[src/rtl/mdu_iter.sv]
// mdu_iter: iterative multiply/divide unit with architectural HI/LO registers.
// Accepts mult/multu/div/divu through a start/busy handshake and commits the
// result after a fixed number of busy cycles. mthi/mtlo write HI/LO directly.
// Optional feature macro: MDU_DIV_EN enables div/divu. Without it, ops 3 and 4
// act as no-ops and no divider logic is built.
module mdu_iter #(
  parameter int MULT_CYCLES = 5,
  parameter int DIV_CYCLES  = 10
) (
  input  logic        clk,
  input  logic        reset,
  input  logic        start,
  input  logic [2:0]  op,
  input  logic [31:0] A,
  input  logic [31:0] B,
  output logic        busy,
  output logic [31:0] HI,
  output logic [31:0] LO
);

  localparam int MAX_CYCLES = (MULT_CYCLES > DIV_CYCLES) ? MULT_CYCLES : DIV_CYCLES;
  localparam int CNT_W      = $clog2(MAX_CYCLES + 1);

  localparam logic [2:0] OP_MULT  = 3'd1;
  localparam logic [2:0] OP_MULTU = 3'd2;
  localparam logic [2:0] OP_DIV   = 3'd3;
  localparam logic [2:0] OP_DIVU  = 3'd4;
  localparam logic [2:0] OP_MTHI  = 3'd5;
  localparam logic [2:0] OP_MTLO  = 3'd6;

  localparam logic [0:0] S_IDLE = 1'b0;
  localparam logic [0:0] S_BUSY = 1'b1;

  logic [0:0]       state;
  logic [CNT_W-1:0] cnt;
  logic [31:0]      a_p0;
  logic [31:0]      b_p0;
  logic [2:0]       op_p0;

  logic             launch_mul;
  logic             launch_div;
  logic             res_we;
  logic [31:0]      res_hi;
  logic [31:0]      res_lo;
  logic [63:0]      res_full;

  // Full 64-bit product; operands are sign- or zero-extended before multiplying.
  function automatic logic [63:0] mul_full(input logic [31:0] a, input logic [31:0] b,
                                           input logic sgn);
    logic [63:0] ax;
    logic [63:0] bx;
    ax = sgn ? {{32{a[31]}}, a} : {32'b0, a};
    bx = sgn ? {{32{b[31]}}, b} : {32'b0, b};
    return ax * bx;
  endfunction

`ifdef MDU_DIV_EN
  // Returns {remainder, quotient}. The lone signed overflow case is pinned
  // explicitly; the divisor is never zero when this result is committed.
  function automatic logic [63:0] div_full(input logic [31:0] a, input logic [31:0] b,
                                           input logic sgn);
    logic signed [31:0] sa;
    logic signed [31:0] sb;
    logic [31:0]        q;
    logic [31:0]        r;
    sa = a;
    sb = b;
    if (sgn) begin
      if (a == 32'h8000_0000 && b == 32'hFFFF_FFFF) begin
        q = 32'h8000_0000;
        r = 32'h0;
      end else begin
        q = sa / sb;
        r = sa % sb;
      end
    end else begin
      q = a / b;
      r = a % b;
    end
    return {r, q};
  endfunction
`endif

  assign busy       = (state == S_BUSY);
  assign launch_mul = start && !busy && (op == OP_MULT || op == OP_MULTU);
`ifdef MDU_DIV_EN
  assign launch_div = start && !busy && (op == OP_DIV || op == OP_DIVU);
`else
  assign launch_div = 1'b0;
`endif

  // Result of the captured operation, committed on the final busy edge.
  always_comb begin
    res_we   = 1'b0;
    res_full = 64'h0;
    case (op_p0)
      OP_MULT, OP_MULTU: begin
        res_full = mul_full(a_p0, b_p0, op_p0 == OP_MULT);
        res_we   = 1'b1;
      end
`ifdef MDU_DIV_EN
      OP_DIV, OP_DIVU: begin
        res_full = div_full(a_p0, b_p0, op_p0 == OP_DIV);
        res_we   = (b_p0 != 32'h0);
      end
`endif
      default: ;
    endcase
    res_hi = res_full[63:32];
    res_lo = res_full[31:0];
  end

  // Control FSM, operand capture (stage p0), and HI/LO architectural state.
  always_ff @(posedge clk or posedge reset) begin
    if (reset) begin
      state <= S_IDLE;
      cnt   <= '0;
      a_p0  <= '0;
      b_p0  <= '0;
      op_p0 <= '0;
      HI    <= '0;
      LO    <= '0;
    end else begin
      case (state)
        S_IDLE: begin
          if (launch_mul || launch_div) begin
            a_p0  <= A;
            b_p0  <= B;
            op_p0 <= op;
            cnt   <= launch_mul ? CNT_W'(MULT_CYCLES) : CNT_W'(DIV_CYCLES);
            state <= S_BUSY;
          end else if (start && op == OP_MTHI) begin
            HI <= A;
          end else if (start && op == OP_MTLO) begin
            LO <= A;
          end
        end
        default: begin
          cnt <= cnt - CNT_W'(1);
          if (cnt == CNT_W'(1)) begin
            state <= S_IDLE;
            if (res_we) begin
              HI <= res_hi;
              LO <= res_lo;
            end
          end
        end
      endcase
    end
  end

endmodule

[config.mk]
export PLATFORM = sky130hd
export DESIGN_NAME = mdu_iter
export DESIGN_NICKNAME = d
export VERILOG_FILES = /design/src/rtl/mdu_iter.sv
export SDC_FILE = /design/constraint.sdc
export NUM_CORES = 2
export LEC_CHECK = 0
export CAP_MARGIN = 20
export CORE_UTILIZATION = 42
export CTS_CLUSTER_DIAMETER = 60
export DETAILED_ROUTE_END_ITERATION = 12
export GPL_TIMING_DRIVEN = 0
export PLACE_DENSITY_LB_ADDON = 0.05
export SYNTH_ARGS = -nofsm -noshare
export SYNTH_HDL_FRONTEND = slang
export SYNTH_SLANG_ARGS = --single-unit
[constraint.sdc]
create_clock -name clk -period 9.3 [get_ports clk]
set_input_delay 0.93 -clock clk [delete_from_list [all_inputs] [get_ports clk]]
set_output_delay 0.93 -clock clk [all_outputs]
set_load 0.05 [all_outputs]
-- Yosys cells after proc, flatten, opt, wreduce, memory -nomap -nowiden
Cells that the tools add are included.
W data, S select, Z words.
- equality and inequality tests: 11
- $mul: 1
- $add $sub $neg: 1
- bitwise operators: 1
- reductions and logical operators: 13
- muxes and demuxes: 20
- operators with widths (cell ; count):
    $mux W32 ; 11
    $mux W64 ; 3
    $mul A64 B64 Y64 ; 1
    $mux W4 ; 2
    $eq A3 B1 Y1 const B ; 2
    $eq A3 B2 Y1 const B ; 2
    $eq A3 B3 Y1 const B ; 2
    $reduce_bool A2 Y1 ; 3
    $reduce_and A5 Y1 ; 1
    $eq A4 B1 Y1 const B ; 1
    $logic_and A1 B1 Y1 ; 4
    $mux W1 ; 4
    $ne A2 B1 Y1 const B ; 2
    $ne A2 B2 Y1 const B ; 2
    $reduce_and A4 Y1 ; 1
    $sub A4 B1 Y4 const B ; 1
    $reduce_and A2 Y1 ; 1
    $reduce_or A2 Y1 ; 1
    $logic_not A1 Y1 ; 1
    $logic_or A1 B1 Y1 ; 1
    $not A1 Y1 ; 1
- word-level logic and storage cells: 54
- register bits after elaboration: 136

-- Longest topological paths before layout
- word-level depth: 7
- gate-level depth with buffers: 35
- mapped depth without buffers: 33

-- Worst setup path after synthesis
Ideal clock, no wire load.
- kind: reg2reg
- start: reg op_p0[2]
- end: reg HI[28]
- arrival time: 9.553 ns
- stages on the path, launching flop included: 31
- setup slack: -0.330 ns
- clock period less this slack: 9.630 ns
- buffers on the path: 2
- setup time: 0.076 ns
- cells stage by stage: dfrtp_1 > nor3b_1 > and2_0 > clkbuf_1 > clkbuf_1 > nand2_1 > fa_1 > inv_1 > fa_1 > fa_1 > inv_1 > fa_1 > inv_1 > fa_1 > fa_1 > fa_1 > fa_1 > fa_1 > inv_1 > fa_1 > inv_1 > ha_1 > a21o_1 > a211oi_1 > a21oi_1 > a21boi_0 > nand3b_2 > nor2b_4 > or4b_1 > a21boi_1 > o21ai_1
- word-level cells in the longest chain between the ends: 7
- elaborated cells between the ends (all ways): 13
- RTL lines (element ; RTL line ; source):
    from (decl) ; 38 ; logic [2:0] op_p0;
    from (signal assigned) ; 129 ; op_p0 <= op;
    $eq A3 B1 Y1 ; 96, 98 ;
    $mux W64 (on tied branches) ; 52, 53 ;
    $mul A64 B64 Y64 ; 54 ; return ax * bx;
    $mux W64 ; 96 ; case (op_p0)
    $mux W32 ; 142 ; if (res_we) begin
    $mux W32 ; 140 ; if (cnt == CNT_W'(1)) begin
    $mux W32 ; 124 ; case (state)
    to (signal assigned) ; 143 ; HI <= res_hi;
    to (decl) ; 17 ; output logic [31:0] HI,
Several ways; a longest one is shown, not always the timed one. The select of a mux whose other input is x is not followed.
A chain may end at the register's enable or synchronous reset.

-- Worst setup path after layout
- start: reg op_p0[0]
- end: reg HI[27]
Same word-level chain as after synthesis.

==> results.yml <==
outcome:
  outcome: "finished, violations left"
  violations: "DRC, setup timing"
sta:
  rsz0062_at_grt: "true"
  fmax_mhz: 104
  setup_viol: 14
  finalCritPeriodShare_pct: 103
  fin_tns_setup_ns: -2.12
  worst_slack_ns: -0.320
  slew_headroom_pct: 21.2
  tightest_slew_ns: 1.18
  finClkSkew_ns: 0.0218
  period_minus_slack_ns: 9.62
  final_hold_viol_count: 0
  report.final.slew_viol_count: 0
hold_path:
  min_from: "LO[15]$_DFFE_PP0P_"
  hold_end: "LO[15]$_DFFE_PP0P_"
  hold_depth: 2
  hp-class: "flip-flop to flip-flop"
worst_setup_path:
  reg2reg_to: "HI[27]$_DFFE_PP0P_"
  r2r-start: "op_p0[0]$_DFFE_PP0P_"
  arrival_ns: 9.96
  r2r_cells: 31
  reg2reg_slack_ns: -0.32
  critPathRequiredTime_ns: 9.64
  path_common_cell: "fa_1"
  crit_slowest_cell: "fa_2"
  max_stage_delay_ns: 0.74
  critPathLaunchType: "flip-flop"
  crit_type: "flip-flop to flip-flop"
  worst_setup_path_end_kind: "flip-flop"
  path_max_fanout: 7
clocking:
  cts-root-buf: "clkbuf_16"
  cts_tree: "done"
  cts_sinks: 136
  cts_buffer_depth: 2
  clock_latency_ns: 0.49
  cts_made_buffers: 17
  cts_htree_levels: 4
  path_clk_slew_ns: 0.07
yosys:
  ys_seq_area_share_pct: 6.41
  yosys_warnings: 0
  synth_edf_count: 0
  ys_types: 74
  synth.avg_cell_area_sq_um: 9.49
  synth-seq-cells: 136
  async_reset_ff_share_pct: 100
  synth_cells: 5595
  synth_fp_nets: 7394
  synth_area_sq_um: 53100
  ys.flop_type: "dfrtp_1"
placed_design:
  numPortBuffers: 134
  gp_congestion: 0.975
  dp_hpwl_microns: 180000
  dpl_cell_area_sq_um: 56800
  place_inst: 7391
finish:
  multi_input_area_sq_um: 43800
  area_growth_pct: 11.7
  most-common-layout-cells: "inv_1, fa_1, nand2_1"
  utilization_pct: 47.2
  seq_area_sq_um: 3480
  drive_gt1_share_pct: 9.92
  final_common_cell: "inv_1"
  fin_cells: 7469
  final_area_sq_um: 59300
  layout.nets: 7602
  num-fill-cells: 12352
global_routing:
  grt_max_degree: 54
  grt_pass1_wl_microns: 296000
  grt_usage_pct: 33.1
  grt_pass1_vias: 42992
  antenna_found_initial: 28
  grt_overflow: 0
drt:
  via_count: 39013
  route.final.wire_length_microns: 204000
  via_per_inst: 5.22
  dr.pass1.iters: 10
  wl_per_cell_microns: 27.3
  drtIter0Drc: 2858
  ant_nets: 0
  drc: 4
die:
  dieHeight_microns: 358
  rows: 130
  design.die.area_sq_um: 128000
  start_util_pct: 42.3
  core_area_sq_um: 126000
  ios: 135
  die_x_microns: 358
job:
  cap_violations: 0
[per-stage QoR]
stage | hold WS, ns | setup WS, ns
finish | 0.482 | -0.320
CTS | 0.485 | -0.325
global route | 0.505 | -0.508
detailed placement | 0.470 | -2.97
global placement | 0.465 | -2.93
floorplan | 0.457 | 0.0232
[critical path, delay by kind of cell, from the launching register on]
family / cells / cell delay [ns]
buffers and inverters: 9 / 0.97
AO/OA/AOI/OAI: 8 / 1.70
flip-flops: 1 / 0.40
AND/OR/NAND/NOR: 2 / 0.35
XOR/XNOR: 1 / 0.29
adder cells (fa/ha/maj): 11 / 5.72
[metal layers]
layer / track usage (%) / part of all wire (%)
met1: 41.4 / 39
met2: 56.7 / 49
met3: 2.81 / 4.8
met4: 18.6 / 7.0
met5: 0 / 0.014
[worst max path at each step]
stage,endpoint,from,slack [ns]
floorplan,HI[28]$_DFFE_PP0P_,op_p0[2]$_DFFE_PP0P_,0.02
finish,HI[27]$_DFFE_PP0P_,op_p0[0]$_DFFE_PP0P_,-0.32
global route,HI[31]$_DFFE_PP0P_,op_p0[0]$_DFFE_PP0P_,-0.51
CTS,HI[27]$_DFFE_PP0P_,a_p0[19]$_DFFE_PP0P_,-0.32
detailed placement,HI[26]$_DFFE_PP0P_,op_p0[2]$_DFFE_PP0P_,-2.97
global placement,HI[24]$_DFFE_PP0P_,op_p0[2]$_DFFE_PP0P_,-2.93
[registers in the layout, summed over array words and instances, names as in the netlist]
signal	cells
b_p0	32
cnt	4
busy	1
a_p0	32
op_p0	3
LO	32
HI	32
[synth_stat cells, types with 28 or more instances]
cell type / instances / area, sq um
o21ai_0: 89 / 445
ha_1: 310 / 3880
and2_1: 402 / 2510
a21o_1: 60 / 450
xor2_1: 28 / 245
fa_1: 1419 / 28400
a21oi_1: 122 / 611
clkbuf_1: 271 / 1020
xnor2_1: 89 / 780
inv_1: 1520 / 5710
nor2_1: 51 / 191
and3_1: 38 / 238
nor2b_1: 33 / 206
nand2_1: 771 / 2890
mux2_2: 65 / 732
dfrtp_1: 136 / 3400
[timing repair]
action / in CTS / in global routing
resized for setup: 405 / 149
setup endpoints to repair: 40 / 29
setup buffers: 53 / 24
pin swaps: 96 / 62
hold buffers: 0 / 0
[final cells by class]
type                    instances  share of cell area (%)
multi-input cells            3659                    73.9
inverters                    1520                    9.66
flip-flops and latches        136                    5.87
well taps                    1650                    3.48
diodes                          3                  0.0127
repair buffers                223                    3.75
clock inverters                15                   0.291
clock buffers                  17                   0.717
plain buffers                 246                    2.30
[kinds of logic after synthesis]
family	synth area share (%)
buffers and inverters	12.7
adder cells (fa/ha/maj)	60.8
AND/OR/NAND/NOR	12.3
AO/OA/AOI/OAI	4.24
flip-flops	6.41
XOR/XNOR	1.93
multiplexers	1.55
Power is left out: the tool's default activity adds up to more than one toggle a clock period on the data nets, which glitch-free logic cannot reach.
